--- src/rtl/fir3_pkg.sv ---
// Shared types and constants for the three-tap serial-MAC FIR datapath.
package fir3_pkg;

  localparam int DATA_W = 8;
  localparam int COEF_W = 8;
  localparam int ACC_W  = 16;

  localparam logic [ACC_W-1:0] SAT_VAL = 16'hFFFF;

  typedef enum logic [2:0] {
    IDLE = 3'd0,
    ACC0 = 3'd1,
    ACC1 = 3'd2,
    ACC2 = 3'd3,
    OUT  = 3'd4
  } state_t;

  // Operands are zero-extended first; DATA_W + COEF_W == ACC_W so the product never truncates.
  function automatic logic [ACC_W-1:0] tap_product(input logic [COEF_W-1:0] c,
                                                   input logic [DATA_W-1:0] x);
    logic [ACC_W-1:0] ce;
    logic [ACC_W-1:0] xe;
    ce = ACC_W'(c);
    xe = ACC_W'(x);
    return ce * xe;
  endfunction

endpackage

--- src/rtl/fir3_serial_mac_if.sv ---
// Sample-in / result-out handshake bundle; master is the sample source and consumer, slave is the filter.
interface fir3_serial_mac_if #(
  parameter int DATA_W = fir3_pkg::DATA_W,
  parameter int COEF_W = fir3_pkg::COEF_W,
  parameter int ACC_W  = fir3_pkg::ACC_W
);

  logic              in_valid;
  logic              in_ready;
  logic [DATA_W-1:0] in_sample;
  logic [COEF_W-1:0] coef0;
  logic [COEF_W-1:0] coef1;
  logic [COEF_W-1:0] coef2;
  logic              out_valid;
  logic              out_ready;
  logic [ACC_W-1:0]  out_y;
  logic              out_ovf;

  modport master (
    output in_valid, in_sample, coef0, coef1, coef2, out_ready,
    input  in_ready, out_valid, out_y, out_ovf
  );

  modport slave (
    input  in_valid, in_sample, coef0, coef1, coef2, out_ready,
    output in_ready, out_valid, out_y, out_ovf
  );

endinterface

--- src/rtl/fir3_serial_mac_csa.sv ---
// 16-bit carry-skip adder: 4-bit ripple blocks whose carry-in bypasses a block when every bit propagates.
module carryskipadder
  import fir3_pkg::*;
(
  input  logic [ACC_W-1:0] a,
  input  logic [ACC_W-1:0] b,
  output logic [ACC_W-1:0] sum,
  output logic             carry
);

  localparam int BLK  = 4;
  localparam int NBLK = ACC_W / BLK;

  logic           c_blk;
  logic           p_blk;
  logic           c_rip;
  logic [BLK-1:0] s_blk;

  always_comb begin
    c_blk = 1'b0;
    p_blk = 1'b0;
    c_rip = 1'b0;
    s_blk = '0;
    sum   = '0;
    for (int k = 0; k < NBLK; k++) begin
      p_blk = &(a[k*BLK +: BLK] ^ b[k*BLK +: BLK]);
      {c_rip, s_blk} = {1'b0, a[k*BLK +: BLK]} + {1'b0, b[k*BLK +: BLK]} + {{BLK{1'b0}}, c_blk};
      sum[k*BLK +: BLK] = s_blk;
      // A fully propagating block passes its carry-in straight through.
      c_blk = p_blk ? c_blk : c_rip;
    end
    carry = c_blk;
  end

endmodule

--- src/rtl/fir3_serial_mac.sv ---
// 3-tap FIR, one shared adder over ACC0..ACC2; out_valid 3 cycles after accept, result held in OUT until out_ready.
// FIR3_OVF_SAT_EN: saturate the accumulator to 16'hFFFF on the first carry of a sample instead of wrapping.
module fir3_serial_mac
  import fir3_pkg::*;
(
  input  logic                clk,
  input  logic                rst,
  fir3_serial_mac_if.slave    bus
);

  state_t state_q;
  state_t state_d;

  logic [DATA_W-1:0] x0_q, x1_q, x2_q;
  logic [COEF_W-1:0] c0_q, c1_q, c2_q;
  logic [ACC_W-1:0]  acc_q;
  logic              ovf_q;

  logic              accept;
  logic              acc_en;
  logic              in_ready_c;
  logic              out_valid_c;

  logic [COEF_W-1:0] c_sel;
  logic [DATA_W-1:0] x_sel;
  logic [ACC_W-1:0]  product;
  logic [ACC_W-1:0]  add_sum;
  logic              add_carry;

  always_ff @(posedge clk) begin
    if (rst) begin
      state_q <= IDLE;
    end else begin
      state_q <= state_d;
    end
  end

  always_comb begin
    state_d     = state_q;
    in_ready_c  = 1'b0;
    out_valid_c = 1'b0;
    accept      = 1'b0;
    acc_en      = 1'b0;
    unique case (state_q)
      IDLE: begin
        in_ready_c = 1'b1;
        if (bus.in_valid) begin
          accept  = 1'b1;
          state_d = ACC0;
        end
      end
      ACC0: begin
        acc_en  = 1'b1;
        state_d = ACC1;
      end
      ACC1: begin
        acc_en  = 1'b1;
        state_d = ACC2;
      end
      ACC2: begin
        acc_en  = 1'b1;
        state_d = OUT;
      end
      OUT: begin
        out_valid_c = 1'b1;
        if (bus.out_ready) begin
          state_d = IDLE;
        end
      end
      default: state_d = IDLE;
    endcase
  end

  // Tap select for the shared adder; outside ACC1/ACC2 tap 0 is presented harmlessly.
  always_comb begin
    c_sel = c0_q;
    x_sel = x0_q;
    case (state_q)
      ACC1: begin
        c_sel = c1_q;
        x_sel = x1_q;
      end
      ACC2: begin
        c_sel = c2_q;
        x_sel = x2_q;
      end
      default: begin
        c_sel = c0_q;
        x_sel = x0_q;
      end
    endcase
    product = tap_product(c_sel, x_sel);
  end

  carryskipadder u_add (
    .a     (acc_q),
    .b     (product),
    .sum   (add_sum),
    .carry (add_carry)
  );

  always_ff @(posedge clk) begin
    if (rst) begin
      x0_q  <= '0;
      x1_q  <= '0;
      x2_q  <= '0;
      c0_q  <= '0;
      c1_q  <= '0;
      c2_q  <= '0;
      acc_q <= '0;
      ovf_q <= 1'b0;
    end else if (accept) begin
      x2_q  <= x1_q;
      x1_q  <= x0_q;
      x0_q  <= bus.in_sample;
      c0_q  <= bus.coef0;
      c1_q  <= bus.coef1;
      c2_q  <= bus.coef2;
      acc_q <= '0;
      ovf_q <= 1'b0;
    end else if (acc_en) begin
      ovf_q <= ovf_q | add_carry;
`ifdef FIR3_OVF_SAT_EN
      // Once saturated, stay pinned for the remaining taps of this sample.
      acc_q <= (ovf_q | add_carry) ? SAT_VAL : add_sum;
`else
      acc_q <= add_sum;
`endif
    end
  end

  assign bus.in_ready  = in_ready_c;
  assign bus.out_valid = out_valid_c;
  assign bus.out_y     = acc_q;
  assign bus.out_ovf   = ovf_q;

endmodule

--- src/flat_wrapper.sv ---
// flat-port wrapper written by rule: the top's interface ports become plain ports
module fir3_serial_mac_flat import fir3_pkg::*;
  (clk, rst, bus_in_valid, bus_in_sample, bus_coef0, bus_coef1, bus_coef2, bus_out_ready, bus_in_ready, bus_out_valid, bus_out_y, bus_out_ovf);
  fir3_serial_mac_if bus_i ();
  input  logic clk;
  input  logic rst;
  input wire logic [$bits(bus_i.in_valid)-1:0] bus_in_valid;
  input wire logic [$bits(bus_i.in_sample)-1:0] bus_in_sample;
  input wire logic [$bits(bus_i.coef0)-1:0] bus_coef0;
  input wire logic [$bits(bus_i.coef1)-1:0] bus_coef1;
  input wire logic [$bits(bus_i.coef2)-1:0] bus_coef2;
  input wire logic [$bits(bus_i.out_ready)-1:0] bus_out_ready;
  output wire logic [$bits(bus_i.in_ready)-1:0] bus_in_ready;
  output wire logic [$bits(bus_i.out_valid)-1:0] bus_out_valid;
  output wire logic [$bits(bus_i.out_y)-1:0] bus_out_y;
  output wire logic [$bits(bus_i.out_ovf)-1:0] bus_out_ovf;
  assign bus_i.in_valid = bus_in_valid;
  assign bus_i.in_sample = bus_in_sample;
  assign bus_i.coef0 = bus_coef0;
  assign bus_i.coef1 = bus_coef1;
  assign bus_i.coef2 = bus_coef2;
  assign bus_i.out_ready = bus_out_ready;
  assign bus_in_ready = bus_i.in_ready;
  assign bus_out_valid = bus_i.out_valid;
  assign bus_out_y = bus_i.out_y;
  assign bus_out_ovf = bus_i.out_ovf;
  fir3_serial_mac u_core (.clk(clk), .rst(rst), .bus(bus_i));
endmodule
--- config.mk ---
export PLATFORM = sky130hd
export DESIGN_NAME = fir3_serial_mac_flat
export DESIGN_NICKNAME = d
export VERILOG_FILES = /design/src/rtl/fir3_pkg.sv /design/src/rtl/fir3_serial_mac_if.sv /design/src/rtl/fir3_serial_mac_csa.sv /design/src/rtl/fir3_serial_mac.sv /design/src/flat_wrapper.sv
export SDC_FILE = /design/constraint.sdc
export NUM_CORES = 1
export LEC_CHECK = 0
export ABC_AREA = 0
export CORE_MARGIN = 2
export CORE_UTILIZATION = 55
export DETAILED_ROUTE_END_ITERATION = 7
export PLACE_DENSITY = 0.74
export SYNTH_ARGS = -nofsm -noshare
export SYNTH_HDL_FRONTEND = slang
export SYNTH_SLANG_ARGS = --single-unit
--- constraint.sdc ---
create_clock -name clk -period 19.7 [get_ports clk]
set_input_delay 3.94 -clock clk [delete_from_list [all_inputs] [get_ports clk]]
set_output_delay 3.94 -clock clk [all_outputs]
set_load 0.01 [all_outputs]
==> run metrics <==
outcome completed; post-DR vias/cell 5.427; net count after synthesis 822; Final Power 378.5 uW; row cnt 36; # IOs 55; clk_lat worst skew 0.38 ns; fmax 0.1190 GHz; Crit Reg-Reg Startpoint u_core.state_q[0]$_SDFFE_PP0P_; Setup-failing EPs final 0; worst hold stages 2; largest fanout on the critical path 21; NumNets Final 860; slowest stage delay, CP 1.10 ns; largest cells by area after synthesis dfxtp_1 24%, fa_1 15%, ha_1 12%; Max Cap Viol 0; sequential-to-total area share from yosys stat 24.32%; dpl hpwl 9.673 mm; H-tree Lvls 3; largest net degree at the start of global routing 54; worst slew pin tran 1.167 ns; Leakage 2.751 nW; Final Core Density 64.95%; Final Hold Vio Count 0; routed vias 4,705; average cell area after synthesis 8.099 um^2; diodes inserted 0; Hold-fix buffers, CTS 0; grt total ovfl 0; Post-synth top cells 154 x nand2_1, 71 x inv_1, 69 x a21oi_1; vias in the first global route 4,557; WP data required 19.94 ns; synthesis warning total 0; Area growth syn-to-layout 13.95%; Sink Count 68; Starting Density 57.00%; Main synth FF type dfxtp_1; initial antenna violation count 0; drt drc 0; CTS root buffer clkbuf_8; GRT Overall Usage 24.12%; minimum hold slack 0.4551 ns; CP Launch Type flip-flop; fin cells 867; CTS tree built; RePlAce Congestion 0.8402; clk_skew 0.01796 ns; Critical Path AT 8.64 ns; Int Power 248.3 uW; DRT Pass-1 Iters 4; Setup Crit Path Kind reg -> reg; initial DRC count 208; worst r2r path cells 29; most frequent CP cell fa_1; Total Routed Length 12.64 mm; Syn Inst Count 691; dpl cells 851; worst min-delay path category reg -> reg; Layout fillers 898; R2R Setup Slk 11.30 ns; Flop pwr share 41.0%; clk buf depth 2; Max Slew Vio Count 0; share of Yosys cell area claimed by the top area cell type 24.32%; Core Area 0.009819 mm^2; setup TNS 0 ns; most frequent cell after synthesis nand2_1; share of cells above drive strength 1 5.041%; number of synthesized register bits 68; clock power share 33.0%; RSZ-0062 raised after global routing false; first-pass GRT wire length 21.28 mm; die area 0.01100 mm^2; Min Clock Period, post-route 8.403 ns; logic gate share of total power 26.0%; mean routed wirelength per cell 14.57 um; HP Start u_core.x0_q[3]$_SDFFE_PP0P_; width of the die 104.9 um; Rel. slew slack 22.12%; CTS resizes 0; number of synthesized flops with an enable pin 0; library cells used by synthesis 51; Power per Cell Area 59.35 mW/mm^2; asr flop ratio synth 0%; end of the worst hold path u_core.x1_q[3]$_SDFFE_PP0P_; Die H 104.9 um; Post-Syn Area 0.005597 mm^2; number of I/O port buffers 54; number of setup buffers added after CTS 0; CP max stage cell dfxtp_1; Switch Pwr 130.2 uW; Setup crit end kind flip-flop; clock slew at reported path FFs 0.09 ns; period utilization 42.65%; Worst IR Drop VDD 0.05478 mV; area leader, netlist dfxtp_1; total CTS buffers 9; ANT nets after route 0; Critical R2R Capture u_core.bus.out_ovf$_SDFFE_PP0P_; switching part of the total 34.39%
final cells by class:
class / count / area [um^2] / area share [%]
clock buffer: 10 / 137.6 / 2.158
tap: 133 / 166.4 / 2.609
timing repair buffer: 57 / 558.0 / 8.750
multi-input combinational: 522 / 3816 / 59.84
sequential: 68 / 1361 / 21.35
clock inverter: 6 / 71.32 / 1.118
inverter: 71 / 266.5 / 4.179
registers in the layout, summed over array words and instances (netlist names):
register,flops
u_core.c2_q,8
u_core.x2_q,8
u_core.x1_q,8
u_core.bus.out_ovf,1
u_core.c1_q,8
u_core.c0_q,8
u_core.state_q,3
u_core.bus.out_y,16
u_core.x0_q,8
worst max-delay path by stage:
stage / startpoint / cells after the start / to
finish: u_core.state_q[0]$_SDFFE_PP0P_ / 29 / u_core.bus.out_ovf$_SDFFE_PP0P_
global route: u_core.state_q[0]$_SDFFE_PP0P_ / 29 / u_core.bus.out_ovf$_SDFFE_PP0P_
CTS: u_core.state_q[0]$_SDFFE_PP0P_ / 30 / u_core.bus.out_ovf$_SDFFE_PP0P_
detailed placement: u_core.state_q[0]$_SDFFE_PP0P_ / 29 / u_core.bus.out_ovf$_SDFFE_PP0P_
global placement: u_core.state_q[0]$_SDFFE_PP0P_ / 30 / u_core.bus.out_ovf$_SDFFE_PP0P_
floorplan: u_core.state_q[2]$_SDFFE_PP0P_ / 32 / u_core.bus.out_ovf$_SDFFE_PP0P_
critical path: cells and delay by family, from the launching register on:
kind / cells / cell delay (ns)
simple gates: 6 / 0.84
buf+inv: 5 / 0.29
mux: 1 / 0.26
fa+ha+maj: 9 / 3.74
compound gates: 8 / 2.06
flops: 1 / 1.10
power groups by stage:
stage	Combinational, mW	Clock (mW)	Sequential (mW)
3_3_place_gp	0.0953	0	0.158
5_1_grt	0.110	0.134	0.156
3_5_place_dp	0.0982	0	0.158
2_1_floorplan	0.0704	0	0.156
4_1_cts	0.0987	0.129	0.155
6_report	0.0984	0.125	0.155
logic make-up after synthesis:
| kind of cell | count (synthesis) | share of synthesized area [%] |
|---|---|---|
| AND/OR/NAND/NOR | 264 | 20.95 |
| AO/OA/AOI/OAI | 132 | 14.98 |
| buffers and inverters | 101 | 7.490 |
| adder cells (fa/ha/maj) | 95 | 27.01 |
| flip-flops | 68 | 24.32 |
| multiplexers | 17 | 3.063 |
| XOR/XNOR | 14 | 2.191 |
per-layer routing:
metal / up-vias / track usage, % / wire, um
li1: 2341 / - / -
met1: 2266 / 32.34 / 5967
met2: 89 / 39.24 / 6135
met3: 9 / 6.488 / 447
met4: 0 / 5.048 / 85
met5: - / 0 / 0
metrics by stage:
stage	cell area [um^2]	worst slack [ns]
5_1_grt	6377	10.71
3_3_place_gp	6168	11.57
3_5_place_dp	6168	11.38
4_1_cts	6377	11.38
6_report	6377	11.30
2_1_floorplan	5597	12.71
cells in the final DEF (no fill, tap or decap), types with 3 or more instances in the layout:
cell type and n:
a211oi_1 8, a21o_1 6, a21oi_1 69, a21oi_2 4
and2_1 7, buf_4 3, clkbuf_8 10, clkdlybuf4s50_1 53
dfxtp_1 68, fa_1 43, ha_1 52, inv_1 71
mux2i_1 16, nand2_1 154, nand2b_1 10, nand3_1 5
nand3b_1 7, nor2_1 50, nor2b_1 7, nor3_1 6
nor4_1 3, o21a_1 14, o21ai_0 10, o21ai_1 4
xnor2_1 11, xor2_1 3
Power figures use the tool's default switching activity.
